### src/rtl/pc_gen_ras_if.sv
// Fetch PC generator bus: redirect sources from D/E in, fetch PC and RAS status out.
// master drives the redirect inputs; slave is the PC generator.
interface pc_gen_ras_if;
    logic        stall_f;
    logic        stall_d;
    logic        valid_d;
    logic        trap_e;
    logic [31:0] pc_trap_e;
    logic        mispred_e;
    logic        actual_take_e;
    logic [31:0] pc_branch_e;
    logic [31:0] pc_plus8_e;
    logic        jump_d;
    logic [31:0] pc_jump_d;
    logic        ret_d;
    logic        call_d;
    logic [31:0] pc_d;
    logic        pred_take_d;
    logic [31:0] pc_branch_d;
    logic [31:0] pc_f;
    logic [1:0]  fetch_cnt_f;
    logic        ras_empty;
    logic [31:0] ras_top;

    modport master (
        output stall_f, stall_d, valid_d, trap_e, pc_trap_e, mispred_e, actual_take_e,
               pc_branch_e, pc_plus8_e, jump_d, pc_jump_d, ret_d, call_d, pc_d,
               pred_take_d, pc_branch_d,
        input  pc_f, fetch_cnt_f, ras_empty, ras_top
    );

    modport slave (
        input  stall_f, stall_d, valid_d, trap_e, pc_trap_e, mispred_e, actual_take_e,
               pc_branch_e, pc_plus8_e, jump_d, pc_jump_d, ret_d, call_d, pc_d,
               pred_take_d, pc_branch_d,
        output pc_f, fetch_cnt_f, ras_empty, ras_top
    );
endinterface

### src/rtl/pc_gen_ras.sv
// Fetch-stage PC generator with aligned 1/2-wide fetch, pending E-redirect latch and
// optional return-address stack (enabled by defining RAS_PREDICT_EN).
module pc_gen_ras #(
    parameter logic [31:0] RESET_PC  = 32'hbfc0_0000,
    parameter int          FETCH_W   = 1,
    parameter int          RAS_DEPTH = 8
) (
    input  logic         clk,
    input  logic         resetn,
    pc_gen_ras_if.slave  bus
);
    logic [31:0] pc_q;
    logic [31:0] seq_pc;
    logic [31:0] next_pc;
    logic [31:0] ret_tgt;
    logic [31:0] e_tgt;
    logic        e_redirect;
    logic        pend_valid;
    logic [31:0] pend_pc;
    logic        ras_empty;
    logic [31:0] ras_top;
    logic        unused_pc;

    // A 2-wide group is 8-byte aligned; an odd-word start only has one slot left.
    if (FETCH_W == 2) begin : g_seq2
        assign seq_pc = {pc_q[31:3], 3'b000} + 32'd8;
    end else begin : g_seq1
        assign seq_pc = pc_q + 32'd4;
    end

    assign unused_pc       = ^pc_q[1:0];
    assign bus.pc_f        = pc_q;
    assign bus.fetch_cnt_f = (FETCH_W == 2 && !pc_q[2]) ? 2'd2 : 2'd1;
    assign bus.ras_empty   = ras_empty;
    assign bus.ras_top     = ras_top;

    assign e_redirect = bus.trap_e | bus.mispred_e;
    assign e_tgt      = bus.trap_e        ? bus.pc_trap_e   :
                        bus.actual_take_e ? bus.pc_branch_e : bus.pc_plus8_e;
    assign ret_tgt    = ras_empty ? bus.pc_jump_d : ras_top;

    always_comb begin
        next_pc = seq_pc;
        if (e_redirect)                        next_pc = e_tgt;
        else if (pend_valid)                   next_pc = pend_pc;
        else if (bus.valid_d && bus.ret_d)     next_pc = ret_tgt;
        else if (bus.valid_d && bus.jump_d)    next_pc = bus.pc_jump_d;
        else if (bus.valid_d && bus.pred_take_d) next_pc = bus.pc_branch_d;
    end

    // While fetch is held, the newest E redirect is parked; trap wins via e_tgt.
    always_ff @(posedge clk or negedge resetn) begin
        if (!resetn) begin
            pc_q       <= RESET_PC;
            pend_valid <= 1'b0;
            pend_pc    <= 32'd0;
        end else if (!bus.stall_f) begin
            pc_q       <= next_pc;
            pend_valid <= 1'b0;
        end else if (e_redirect) begin
            pend_valid <= 1'b1;
            pend_pc    <= e_tgt;
        end
    end

`ifdef RAS_PREDICT_EN
    localparam int PW = (RAS_DEPTH > 1) ? $clog2(RAS_DEPTH) : 1;
    localparam int CW = PW + 1;

    logic [31:0]   ras_mem [RAS_DEPTH];
    logic [PW-1:0] ras_ptr;
    logic [CW-1:0] ras_cnt;
    logic          ras_upd;
    logic [31:0]   link_pc;

    assign ras_upd   = bus.valid_d & ~bus.stall_d & ~bus.trap_e & ~bus.mispred_e;
    assign link_pc   = bus.pc_d + 32'd8;
    assign ras_empty = (ras_cnt == '0);
    assign ras_top   = ras_empty ? 32'd0 : ras_mem[ras_ptr];

    // Circular stack: a push when full silently overwrites the oldest entry.
    always_ff @(posedge clk or negedge resetn) begin
        if (!resetn) begin
            ras_ptr <= '0;
            ras_cnt <= '0;
            for (int i = 0; i < RAS_DEPTH; i++) ras_mem[i] <= 32'd0;
        end else if (bus.trap_e) begin
            ras_cnt <= '0;
        end else if (ras_upd) begin
            if (bus.call_d && bus.ret_d) begin
                ras_mem[ras_ptr] <= link_pc;
                if (ras_cnt == '0) ras_cnt <= CW'(1);
            end else if (bus.call_d) begin
                ras_mem[ras_ptr + PW'(1)] <= link_pc;
                ras_ptr <= ras_ptr + PW'(1);
                if (ras_cnt != CW'(RAS_DEPTH)) ras_cnt <= ras_cnt + CW'(1);
            end else if (bus.ret_d && ras_cnt != '0) begin
                ras_ptr <= ras_ptr - PW'(1);
                ras_cnt <= ras_cnt - CW'(1);
            end
        end
    end
`else
    logic unused_ras;

    assign ras_empty  = 1'b1;
    assign ras_top    = 32'd0;
    assign unused_ras = ^{bus.call_d, bus.stall_d, bus.pc_d};
`endif
endmodule

### src/flat_wrapper.sv
// flat-port wrapper written by rule: the top's interface ports become plain ports
module pc_gen_ras_flat 
#(
    parameter logic [31:0] RESET_PC  = 32'hbfc0_0000,
    parameter int          FETCH_W   = 1,
    parameter int          RAS_DEPTH = 8
)
  (clk, resetn, bus_stall_f, bus_stall_d, bus_valid_d, bus_trap_e, bus_pc_trap_e, bus_mispred_e, bus_actual_take_e, bus_pc_branch_e, bus_pc_plus8_e, bus_jump_d, bus_pc_jump_d, bus_ret_d, bus_call_d, bus_pc_d, bus_pred_take_d, bus_pc_branch_d, bus_pc_f, bus_fetch_cnt_f, bus_ras_empty, bus_ras_top);
  pc_gen_ras_if bus_i ();
  input  logic clk;
  input  logic resetn;
  input wire logic [$bits(bus_i.stall_f)-1:0] bus_stall_f;
  input wire logic [$bits(bus_i.stall_d)-1:0] bus_stall_d;
  input wire logic [$bits(bus_i.valid_d)-1:0] bus_valid_d;
  input wire logic [$bits(bus_i.trap_e)-1:0] bus_trap_e;
  input wire logic [$bits(bus_i.pc_trap_e)-1:0] bus_pc_trap_e;
  input wire logic [$bits(bus_i.mispred_e)-1:0] bus_mispred_e;
  input wire logic [$bits(bus_i.actual_take_e)-1:0] bus_actual_take_e;
  input wire logic [$bits(bus_i.pc_branch_e)-1:0] bus_pc_branch_e;
  input wire logic [$bits(bus_i.pc_plus8_e)-1:0] bus_pc_plus8_e;
  input wire logic [$bits(bus_i.jump_d)-1:0] bus_jump_d;
  input wire logic [$bits(bus_i.pc_jump_d)-1:0] bus_pc_jump_d;
  input wire logic [$bits(bus_i.ret_d)-1:0] bus_ret_d;
  input wire logic [$bits(bus_i.call_d)-1:0] bus_call_d;
  input wire logic [$bits(bus_i.pc_d)-1:0] bus_pc_d;
  input wire logic [$bits(bus_i.pred_take_d)-1:0] bus_pred_take_d;
  input wire logic [$bits(bus_i.pc_branch_d)-1:0] bus_pc_branch_d;
  output wire logic [$bits(bus_i.pc_f)-1:0] bus_pc_f;
  output wire logic [$bits(bus_i.fetch_cnt_f)-1:0] bus_fetch_cnt_f;
  output wire logic [$bits(bus_i.ras_empty)-1:0] bus_ras_empty;
  output wire logic [$bits(bus_i.ras_top)-1:0] bus_ras_top;
  assign bus_i.stall_f = bus_stall_f;
  assign bus_i.stall_d = bus_stall_d;
  assign bus_i.valid_d = bus_valid_d;
  assign bus_i.trap_e = bus_trap_e;
  assign bus_i.pc_trap_e = bus_pc_trap_e;
  assign bus_i.mispred_e = bus_mispred_e;
  assign bus_i.actual_take_e = bus_actual_take_e;
  assign bus_i.pc_branch_e = bus_pc_branch_e;
  assign bus_i.pc_plus8_e = bus_pc_plus8_e;
  assign bus_i.jump_d = bus_jump_d;
  assign bus_i.pc_jump_d = bus_pc_jump_d;
  assign bus_i.ret_d = bus_ret_d;
  assign bus_i.call_d = bus_call_d;
  assign bus_i.pc_d = bus_pc_d;
  assign bus_i.pred_take_d = bus_pred_take_d;
  assign bus_i.pc_branch_d = bus_pc_branch_d;
  assign bus_pc_f = bus_i.pc_f;
  assign bus_fetch_cnt_f = bus_i.fetch_cnt_f;
  assign bus_ras_empty = bus_i.ras_empty;
  assign bus_ras_top = bus_i.ras_top;
  pc_gen_ras #(.RESET_PC(RESET_PC), .FETCH_W(FETCH_W), .RAS_DEPTH(RAS_DEPTH)) u_core (.clk(clk), .resetn(resetn), .bus(bus_i));
endmodule
### config.mk
export PLATFORM = sky130hd
export DESIGN_NAME = pc_gen_ras_flat
export DESIGN_NICKNAME = d
export VERILOG_FILES = /design/src/rtl/pc_gen_ras_if.sv /design/src/rtl/pc_gen_ras.sv /design/src/flat_wrapper.sv
export SDC_FILE = /design/constraint.sdc
export NUM_CORES = 1
export LEC_CHECK = 0
export BUFFER_PORTS_ARGS = -buffer_cell sky130_fd_sc_hd__clkbuf_2
export CAP_MARGIN = 20
export CORE_ASPECT_RATIO = 0.7
export CORE_UTILIZATION = 47
export DETAILED_ROUTE_END_ITERATION = 6
export GPL_TIMING_DRIVEN = 0
export PLACE_DENSITY = 0.91
export SLEW_MARGIN = 20
export SYNTH_ARGS = -nofsm -noshare
export SYNTH_HDL_FRONTEND = slang
export SYNTH_SLANG_ARGS = --single-unit
### constraint.sdc
create_clock -name clk -period 2.6 [get_ports clk]
set_input_delay 0.13 -clock clk [delete_from_list [all_inputs] [get_ports clk]]
set_output_delay 0.13 -clock clk [all_outputs]
set_load 0.01 [all_outputs]
==> summary.txt, run 1 <==
outcome: finished with violations
violated checks: DRC
Vias: 6385
Post-synth EDFFs: 0
1st-pass router iterations: 7
GR Util met2: 52.4%
ys flop type: dfrtp_1
Post-DP Area: 0.00659 mm^2
Finished Core Util: 65.0%
initial antenna violation count: 1
unrepaired setup endpoints after global routing: false
post-route design area: 0.00691 mm^2
GRT Total Usage: 35.6%
Slew headroom: 41.8%
Internal: 2.39 mW
leakage: 3.32 nW
pre-CTS WS: 323 ps
Max Slew Vio Count: 0
arrival time at the worst endpoint: 2630 ps
Routability Congestion: 0.976
Sequential Power Share: 36.7%
Initial DRC Count: 826
# fillers: 916
WL per Instance: 19.8 um
Syn Std Cell Area: 0.00526 mm^2
Worst-Margin Slew: 869 ps
DIE AREA: 0.0116 mm^2
met1 Resource Use GR: 47.0%
fraction of layout cells with a size suffix above 1: 32.9%
TritonCTS buffer count: 9
Synth Register Bits: 65
Worst Setup End Kind: register
max frequency: 414 MHz
highest-count cells in the layout ignoring fill and taps: clkbuf_2 (197), nand2_1 (71), o21ai_0 (62), dfrtp_1 (56), nor2_1 (54)
register area share after synthesis: 31.1%
Multi-input gate area: 0.00324 mm^2
Root Driver: clkbuf_16
Worst Hold Class: in2reg
startpoint types: register
Initial Util: 49.5%
largest net degree at the start of global routing: 53
fin crit period: 2410 ps
worst-case clock buffer depth: 2
ys async rst share: 100%
clk slew on worst S/H paths: 60 ps
setup bufs post-CTS: 0
core region area: 0.0106 mm^2
final period utilization: 92.8%
PortBufs: 198
cell area power density: 536 mW/mm^2
CTS tree: built
synth unique cells: 63
Clk network pwr share: 34.1%
vias in the first global route: 5861
Design Power: 3.70 mW
first-pass GRT wire length: 31300 um
H-tree depth: 3
die width: 128 um
Core Rows: 31
Syn Area/Cell: 8.02 um^2
total wire length: 20900 um
Cells after Synth: 656
Comb pwr share: 29.2%
fin nets: 1105
switching pwr: 1.31 mW
setup_tns: 0 ps
die height: 90.5 um
critical path peak fanout: 10
remaining antenna violation count: 0
commonest non-fill, non-tap cell in the layout: clkbuf_2
Crit Path Category: reg2reg
busiest grt layer: met2
HPWL after DPL: 16200 um
clk_lat worst skew: 340 ps
Syn. warnings: 0
met3 usage: 15.2%
Final Hold Viols: 0
Reg area: 0.00164 mm^2
# DRC: 1
worst vdd ir: 0.000356 V
clock sinks: 65
Crit path required time: 2810 ps
Setup Viol. Count Final: 0
Final WS setup: 187 ps
worst clock skew: 9.33 ps
remaining global-route overflow: 0
Switching Fraction: 35.4%
Avg Vias per Cell: 6.06
number of I/O pins: 271
Max-Cap Viols: 0
P&R area growth vs syn: 31.3%
critical path, cell delays in order (launching register included):
cell and delay [ps]:
dfrtp_1 480, ha_1 350, nand2_1 160, nor4_1 490, buf_4 270, and4_1 190, nor2_1 40, o311a_1 300
flip-flops by register name (all words and copies together), names as in the netlist:
register,count
u_core.pend_pc,32
u_core.bus.pc_f,32
u_core.pend_valid,1
cell type report:
| type | instances | share of cell area, % |
|---|---|---|
| diodes | 1 | 0.0362 |
| well taps | 148 | 2.68 |
| repair buffers | 200 | 14.9 |
| inverters | 11 | 0.598 |
| plain buffers | 84 | 6.78 |
| clock inverters | 7 | 1.12 |
| multi-input cells | 529 | 46.9 |
| flip-flops and latches | 65 | 23.7 |
| clock buffers | 9 | 3.26 |
path summary, 6_finish.rpt:
| path | depth (start not counted) | endpoint | startpoint | slack [ps] |
|---|---|---|---|---|
| worst max-delay path | 7 | u_core.bus.pc_f[30]$_DFFE_PN0N_ | u_core.bus.pc_f[2]$_DFFE_PN0N_ | 190 |
| worst min-delay path | 2 | u_core.bus.pc_f[15]$_DFFE_PN0N_ | bus_pc_jump_d[15] | 40 |
| worst max register to register | 7 | u_core.bus.pc_f[30]$_DFFE_PN0N_ | u_core.bus.pc_f[2]$_DFFE_PN0N_ | 190 |
| worst min register to register | 2 | u_core.pend_pc[20]$_DFFE_PN0P_ | u_core.pend_pc[20]$_DFFE_PN0P_ | 480 |
| max in group asynchronous | 3 | u_core.bus.pc_f[29]$_DFFE_PN1N_ | resetn | 1790 |
| min in group asynchronous | 2 | u_core.bus.pc_f[11]$_DFFE_PN0N_ | resetn | 220 |
cell usage after synthesis (all sizes together) (3+ instances only):
cell	number	area, um^2
a2bb2oi	6	52.6
and3	7	43.8
mux2i	33	330
nand3	17	90.1
nand4	13	109
a31o	3	26.3
o31ai	9	67.6
o21ai	63	315
buf	50	340
xor2	8	70.1
nand2b	6	37.5
dfrtp	56	1400
nor3	18	90.1
a21oi	47	235
o211ai	8	60.1
xnor2	5	43.8
nor4	4	40.0
or3	5	31.3
o22ai	5	31.3
o31a	3	26.3
a31oi	8	50.1
and4	3	26.3
o32a	3	30.0
o221ai	4	35.0
dfstp	9	236
a221oi	8	70.1
nor2b	6	37.5
a211oi	17	128
clkbuf	34	128
nand2	71	267
a22oi	4	30.0
mux2	18	203
nor2	55	209
a311oi	4	35.0
a211o	5	43.8
and2	5	31.3
a311o	4	40.0
inv	11	41.3
per-stage QoR:
step                hold WS [ps]  instances
floorplan                   -166        689
global placement             390       1035
detailed placement          32.5       1036
CTS                         45.1       1053
global route                55.4       1053
finish                      44.7       1054
metal layers:
metal  up-vias  routed length [um]
li1       2850                   -
met1      2911                8200
met2       550                8810
met3        72                3160
met4         2                 655
met5         -                  58
power groups by stage:
stage	Combinational [mW]	Clock (mW)	Sequential, mW
2_1_floorplan	0.584	0	1.35
3_3_place_gp	1.01	0	1.35
3_5_place_dp	1.04	0	1.36
4_1_cts	1.05	1.24	1.35
5_1_grt	1.16	1.30	1.38
6_report	1.08	1.26	1.36
logic make-up (layout without fill, tap and decap cells):
kind of cell / Yosys count / count (layout) / share of synthesized area, %
flip-flops: 65 / 65 / 31.1
AO/OA/AOI/OAI: 215 / 215 / 26.6
AND/OR/NAND/NOR: 214 / 214 / 19.9
multiplexers: 51 / 51 / 10.1
buffers and inverters: 95 / 311 / 9.68
XOR/XNOR: 13 / 13 / 2.16
other: 2 / 36 / 0.143
adder cells (fa/ha/maj): 1 / 1 / 0.238
what timing repair did:
action / CTS / global route
endpoints found under the setup margin: 0 / 0
endpoints found under the hold margin: 47 / 0
hold buffers: 1 / 0
resized for setup: 0 / 0
No activity file was read; power rests on OpenSTA's default activity.
==> run 2: changes to the inputs <==
- REMOVE_ABC_BUFFERS: not set -> 1
==> run 2 against run 1 <==
The run now ends clean. Design area is 5.3% lower. Clock power is 5% lower. Sequential cell count stayed put. Critical endpoint is now u_core.bus.pc_f[31]$_DFFE_PN1N_.
==> summary.txt, run 2 (synthesized netlist as in run 1, its figures left out) <==
outcome: finished clean
fraction of layout cells with a size suffix above 1: 32.2%
setup bufs post-CTS: 0
Crit path required time: 2850 ps
WL per Instance: 18.1 um
CP max stage cell: nor4_4
Buf+Inv Stages, Crit Path: 0
sequence of cells on the critical path: nand4_4, nor4_4, nand4_2, o311a_1, o22ai_1
Slew headroom: 32.8%
Final WS setup: 175 ps
clk_lat worst skew: 330 ps
Reg2Reg Setup Slack: 180 ps
startpoint types: register
clock sinks: 65
Core Rows: 31
Post-DP Area: 0.00622 mm^2
remaining global-route overflow: 0
final period utilization: 93.3%
unrepaired setup endpoints after global routing: false
Top Family by Delay on Critical Path: simple AND/OR/NAND/NOR gates
PortBufs: 201
1st-pass router iterations: 5
worst vdd ir: 0.000318 V
Max-Cap Viols: 0
leakage: 3.09 nW
Vias: 5757
pre-CTS WS: -711 ps
fin crit period: 2420 ps
die width: 128 um
Crit Path Category: reg2reg
initial antenna violation count: 0
GRT Total Usage: 30.3%
total wire length: 17700 um
critical path peak fanout: 11
HPWL after DPL: 12600 um
highest-count cells in the layout ignoring fill and taps: clkbuf_2 (197), nand2_1 (69), o21ai_0 (62), dfrtp_1 (55), nor2_1 (53)
remaining antenna violation count: 0
vias in the first global route: 5278
CTS tree: built
Routability Congestion: 0.837
number of I/O pins: 271
Initial DRC Count: 589
Design Power: 3.53 mW
P&R area growth vs syn: 24.4%
core region area: 0.0106 mm^2
TritonCTS buffer count: 9
largest net degree at the start of global routing: 63
Worst-Margin Slew: 1010 ps
commonest non-fill, non-tap cell in the layout: clkbuf_2
Worst path max stage delay: 780 ps
clk slew on worst S/H paths: 50 ps
H-tree depth: 3
Initial Util: 49.5%
first-pass GRT wire length: 27200 um
Worst Setup End Kind: register
Max Slew Vio Count: 0
Avg Vias per Cell: 5.90
fin nets: 1028
antenna cell count: 0
die height: 90.5 um
cell area power density: 539 mW/mm^2
post-route design area: 0.00654 mm^2
Final Hold Viols: 0
max frequency: 412 MHz
# DRC: 0
worst-case clock buffer depth: 2
arrival time at the worst endpoint: 2670 ps
worst clock skew: 8.20 ps
DIE AREA: 0.0116 mm^2
Setup Viol. Count Final: 0
Worst Hold Class: in2reg
Root Driver: clkbuf_16
## run 2: repair_timing
item | in CTS | in global routing
endpoints found under the setup margin | 41 | 16
endpoints found under the hold margin | 24 | 0
hold buffers | 1 | 0
resized for setup | 1 | 5
gates cloned | 0 | 1
## run 2: power breakdown
part / switching (mW) / total (mW) / internal, mW
sequential: 0.188 / 1.37 / 1.18
combinational: 0.533 / 0.956 / 0.423
clock: 0.437 / 1.20 / 0.766
## run 2: final timing paths
path / startpoint / endpoint / depth (start not counted)
worst max-delay path: u_core.bus.pc_f[4]$_DFFE_PN0N_ / u_core.bus.pc_f[31]$_DFFE_PN1N_ / 5
worst min-delay path: bus_pc_jump_d[13] / u_core.bus.pc_f[13]$_DFFE_PN0N_ / 2
worst max register to register: u_core.bus.pc_f[4]$_DFFE_PN0N_ / u_core.bus.pc_f[31]$_DFFE_PN1N_ / 5
worst min register to register: u_core.pend_pc[10]$_DFFE_PN0P_ / u_core.pend_pc[10]$_DFFE_PN0P_ / 2
max in group asynchronous: resetn / u_core.bus.pc_f[31]$_DFFE_PN1N_ / 3
min in group asynchronous: resetn / u_core.pend_pc[29]$_DFFE_PN0P_ / 2
## run 2: through the flow
stage	std cells	util [%]	hold WS (ps)	setup TNS [ps]
4_1_cts	975	61.3	51.1	0
6_report	976	61.6	62.1	0
2_1_floorplan	605	-	-166	0
3_3_place_gp	954	57.5	395	-56930
3_5_place_dp	958	58.5	136	-24490
5_1_grt	976	61.6	55.1	0
## run 2: layout make-up
class / count / area (um^2)
inverters: 11 / 45.0
clock buffers: 13 / 250
flip-flops and latches: 65 / 1640
well taps: 148 / 185
repair inverters: 1 / 5.00
multi-input cells: 529 / 3270
clock inverters: 3 / 40.0
repair buffers: 206 / 1100
fillers: 967 / 4090
## run 2: worst reg2reg max path, cell delays in order (launching register included)
cell and delay (ps):
dfrtp_1 560, nand4_4 250, nor4_4 780, nand4_2 220
o311a_1 380, o22ai_1 160
## run 2: metal layers
| layer | up-vias | wire [um] | track usage (%) |
|---|---|---|---|
| li1 | 2696 | - | - |
| met1 | 2696 | 7620 | 41.0 |
| met2 | 332 | 7910 | 46.2 |
| met3 | 33 | 1860 | 8.59 |
| met4 | 0 | 309 | 9.90 |
| met5 | - | 0 | 0 |
==> run 3: changes to the inputs <==
--- a/config.mk
+++ b/config.mk
@@ -6,8 +6,9 @@
 export NUM_CORES = 1
 export LEC_CHECK = 0
+export ABC_AREA = 1
 export BUFFER_PORTS_ARGS = -buffer_cell sky130_fd_sc_hd__clkbuf_2
 export CAP_MARGIN = 20
 export CORE_ASPECT_RATIO = 0.7
-export CORE_UTILIZATION = 47
+export CORE_UTILIZATION = 48
 export DETAILED_ROUTE_END_ITERATION = 6
 export GPL_TIMING_DRIVEN = 0
==> constraint.sdc (replaced) <==
create_clock -name clk -period 2.6 [get_ports clk]
set_input_delay 0.52 -clock clk [delete_from_list [all_inputs] [get_ports clk]]
set_output_delay 0.52 -clock clk [all_outputs]
set_load 0.01 [all_outputs]
==> run 3 against run 2 <==
Routed wire length fell by 1.2%. Critical path depth rose by 2. Design area rose by 5.0%. Via count rose by 12%. Area after synthesis rose by 6.5%. Clock power rose by 5%. Largest cell class unchanged.
==> summary.txt, run 3 <==
register area share after synthesis: 29.2%
total wire length: 17500 um
remaining global-route overflow: 0
die width: 131 um
Synth Register Bits: 65
switching pwr: 1.23 mW
synth top area cells: dfrtp_1 (25%), nand2_1 (19%), o21ai_0 (9.5%), nor2_1 (9.0%), nand3_1 (6.1%)
Syn Area/Cell: 6.05 um^2
ys flop type: dfrtp_1
worst clock skew: 9.76 ps
Hold WS: 153 ps
initial antenna violation count: 0
Sequential Power Share: 36.9%
# DRC: 0
1st-pass router iterations: 5
# fillers: 1068
Initial DRC Count: 429
clk_lat worst skew: 330 ps
Vias: 6426
Reg2Reg Setup Slack: 560 ps
worst vdd ir: 0.000352 V
Syn Std Cell Area: 0.00560 mm^2
reg2reg end: u_core.bus.pc_f[16]$_DFFE_PN0N_
Finished Core Util: 61.5%
Post-DP Area: 0.00655 mm^2
highest-count cells in the layout ignoring fill and taps: nand2_1 (287), clkbuf_2 (200), nor2_1 (135), o21ai_0 (106), nand3_1 (68)
Final Hold Viols: 0
Internal: 2.38 mW
Cells after Synth: 926
Clk network pwr share: 34.9%
arrival time at the worst endpoint: 2540 ps
Design Power: 3.61 mW
Worst path max stage delay: 700 ps
post-cts hold buffer count: 0
number of I/O pins: 271
clk slew on worst S/H paths: 50 ps
CTS tree: built
startpoint types: input pin
fraction of layout cells with a size suffix above 1: 24.3%
cell area power density: 525 mW/mm^2
DIE AREA: 0.0121 mm^2
unrepaired setup endpoints after global routing: false
synth cell count leaders: nand2_1 (289), nor2_1 (135), o21ai_0 (106)
outcome: finished clean
fin nets: 1298
Slew headroom: 32.9%
Avg Vias per Cell: 5.14
die height: 92.4 um
Worst Reg-to-Reg Cells: 10
post-route design area: 0.00687 mm^2
antenna cell count: 0
Post-synth EDFFs: 0
Max Slew Vio Count: 0
synth unique cells: 34
vias in the first global route: 6047
Core Rows: 32
core region area: 0.0112 mm^2
P&R area growth vs syn: 22.6%
max frequency: 436 MHz
Switching Fraction: 34.0%
Yosys top cell area share: 25.0%
Max-Cap Viols: 0
Crit path required time: 2850 ps
Syn. warnings: 0
PortBufs: 201
H-tree depth: 3
Initial Util: 50.2%
TritonCTS buffer count: 9
Setup Viol. Count Final: 0
sequence of cells on the critical path: clkbuf_2, inv_2, nand2_1, nand3_1, o21ai_0, or2_2, a31oi_1
Comb pwr share: 28.2%
Crit Path Category: in2reg
most common cell in the synthesized netlist: nand2_1
Routability Congestion: 0.880
Worst Setup End Kind: register
Root Driver: clkbuf_16
FF-to-FF Start: u_core.bus.pc_f[2]$_DFFE_PN0N_
final period utilization: 88.2%
first-pass GRT wire length: 29400 um
ys async rst share: 100%
critical path peak fanout: 33
GRT Total Usage: 30.3%
largest net degree at the start of global routing: 65
fin crit period: 2290 ps
Synth area leader: dfrtp_1
commonest non-fill, non-tap cell in the layout: nand2_1
leakage: 3.63 nW
CP max stage cell: inv_2
remaining antenna violation count: 0
worst-case clock buffer depth: 2
clock sinks: 65
HPWL after DPL: 13100 um
Worst Hold Class: in2async
Worst-Margin Slew: 1000 ps
WL per Instance: 14.0 um
[run 3: changes by cell type in the layout (fill, tap and decap cells not counted), moves of 18 or more]
cell	change
inv_1	+47
nor3_1	-18
mux2_2	-18
nor2_1	+82
nand2_1	+218
nand3_1	+52
o21ai_0	+44
mux2i_1	-33
[run 3: what timing repair did]
item,4_1_cts,5_1_grt
setup buffers,0,0
setup endpoints to repair,0,2
gates resized for setup,0,2
[run 3: worst max-delay path by stage]
stage	start	endpoint	slack (ps)	cells past startpoint
2_1_floorplan	bus_trap_e	u_core.pend_pc[0]$_DFFE_PN0P_	-390	4
3_3_place_gp	bus_trap_e	u_core.pend_pc[30]$_DFFE_PN0P_	-2130	5
3_5_place_dp	bus_jump_d	u_core.bus.pc_f[3]$_DFFE_PN0N_	-130	8
4_1_cts	bus_jump_d	u_core.bus.pc_f[3]$_DFFE_PN0N_	200	8
5_1_grt	bus_actual_take_e	u_core.bus.pc_f[3]$_DFFE_PN0N_	30	7
6_report	bus_actual_take_e	u_core.bus.pc_f[2]$_DFFE_PN0N_	310	7
[run 3: layer usage]
metal	routed length, um	track usage, %
met1	8180	41.6
met2	7790	49.9
met3	1360	5.80
met4	170	5.98
met5	0	0
[run 3: power groups by stage]
| stage | clock, mW | sequential (mW) | combinational (mW) |
|---|---|---|---|
| finish | 1.26 | 1.33 | 1.02 |
| global route | 1.33 | 1.35 | 1.16 |
| CTS | 1.28 | 1.33 | 1.02 |
| detailed placement | 0 | 1.34 | 1.01 |
| global placement | 0 | 1.34 | 0.963 |
| floorplan | 0 | 1.32 | 0.575 |
[run 3: through the flow]
step                setup slack, ps  setup TNS [ps]  std cells
finish                          307               0       1251
global route                   28.1               0       1251
detailed placement             -125            -842       1235
floorplan                      -386          -12350        876
CTS                             204               0       1251
global placement              -2130          -85560       1230
[run 3: final cells by class]
class / instances / area (um^2) / share of cell area (%)
clock buffers: 12 / 267 / 3.88
clock inverters: 4 / 50.0 / 0.728
inverters: 63 / 239 / 3.48
multi-input cells: 748 / 3360 / 48.9
flip-flops and latches: 65 / 1640 / 23.8
well taps: 153 / 191 / 2.79
repair buffers: 206 / 1120 / 16.4
[run 3: kinds of logic after synthesis]
| family | count (synthesis) | share of synthesized area, % |
|---|---|---|
| xor+xnor | 6 | 0.938 |
| other cells | 2 | 0.134 |
| compound gates | 181 | 17.7 |
| buf+inv | 146 | 13.2 |
| fa+ha+maj | 1 | 0.223 |
| simple gates | 525 | 38.6 |
| flops | 65 | 29.2 |
[run 3: critical path, delay by kind of cell]
kind	cells	cell delay [ps]
buf+inv	2	1160
compound gates	2	290
simple gates	3	530
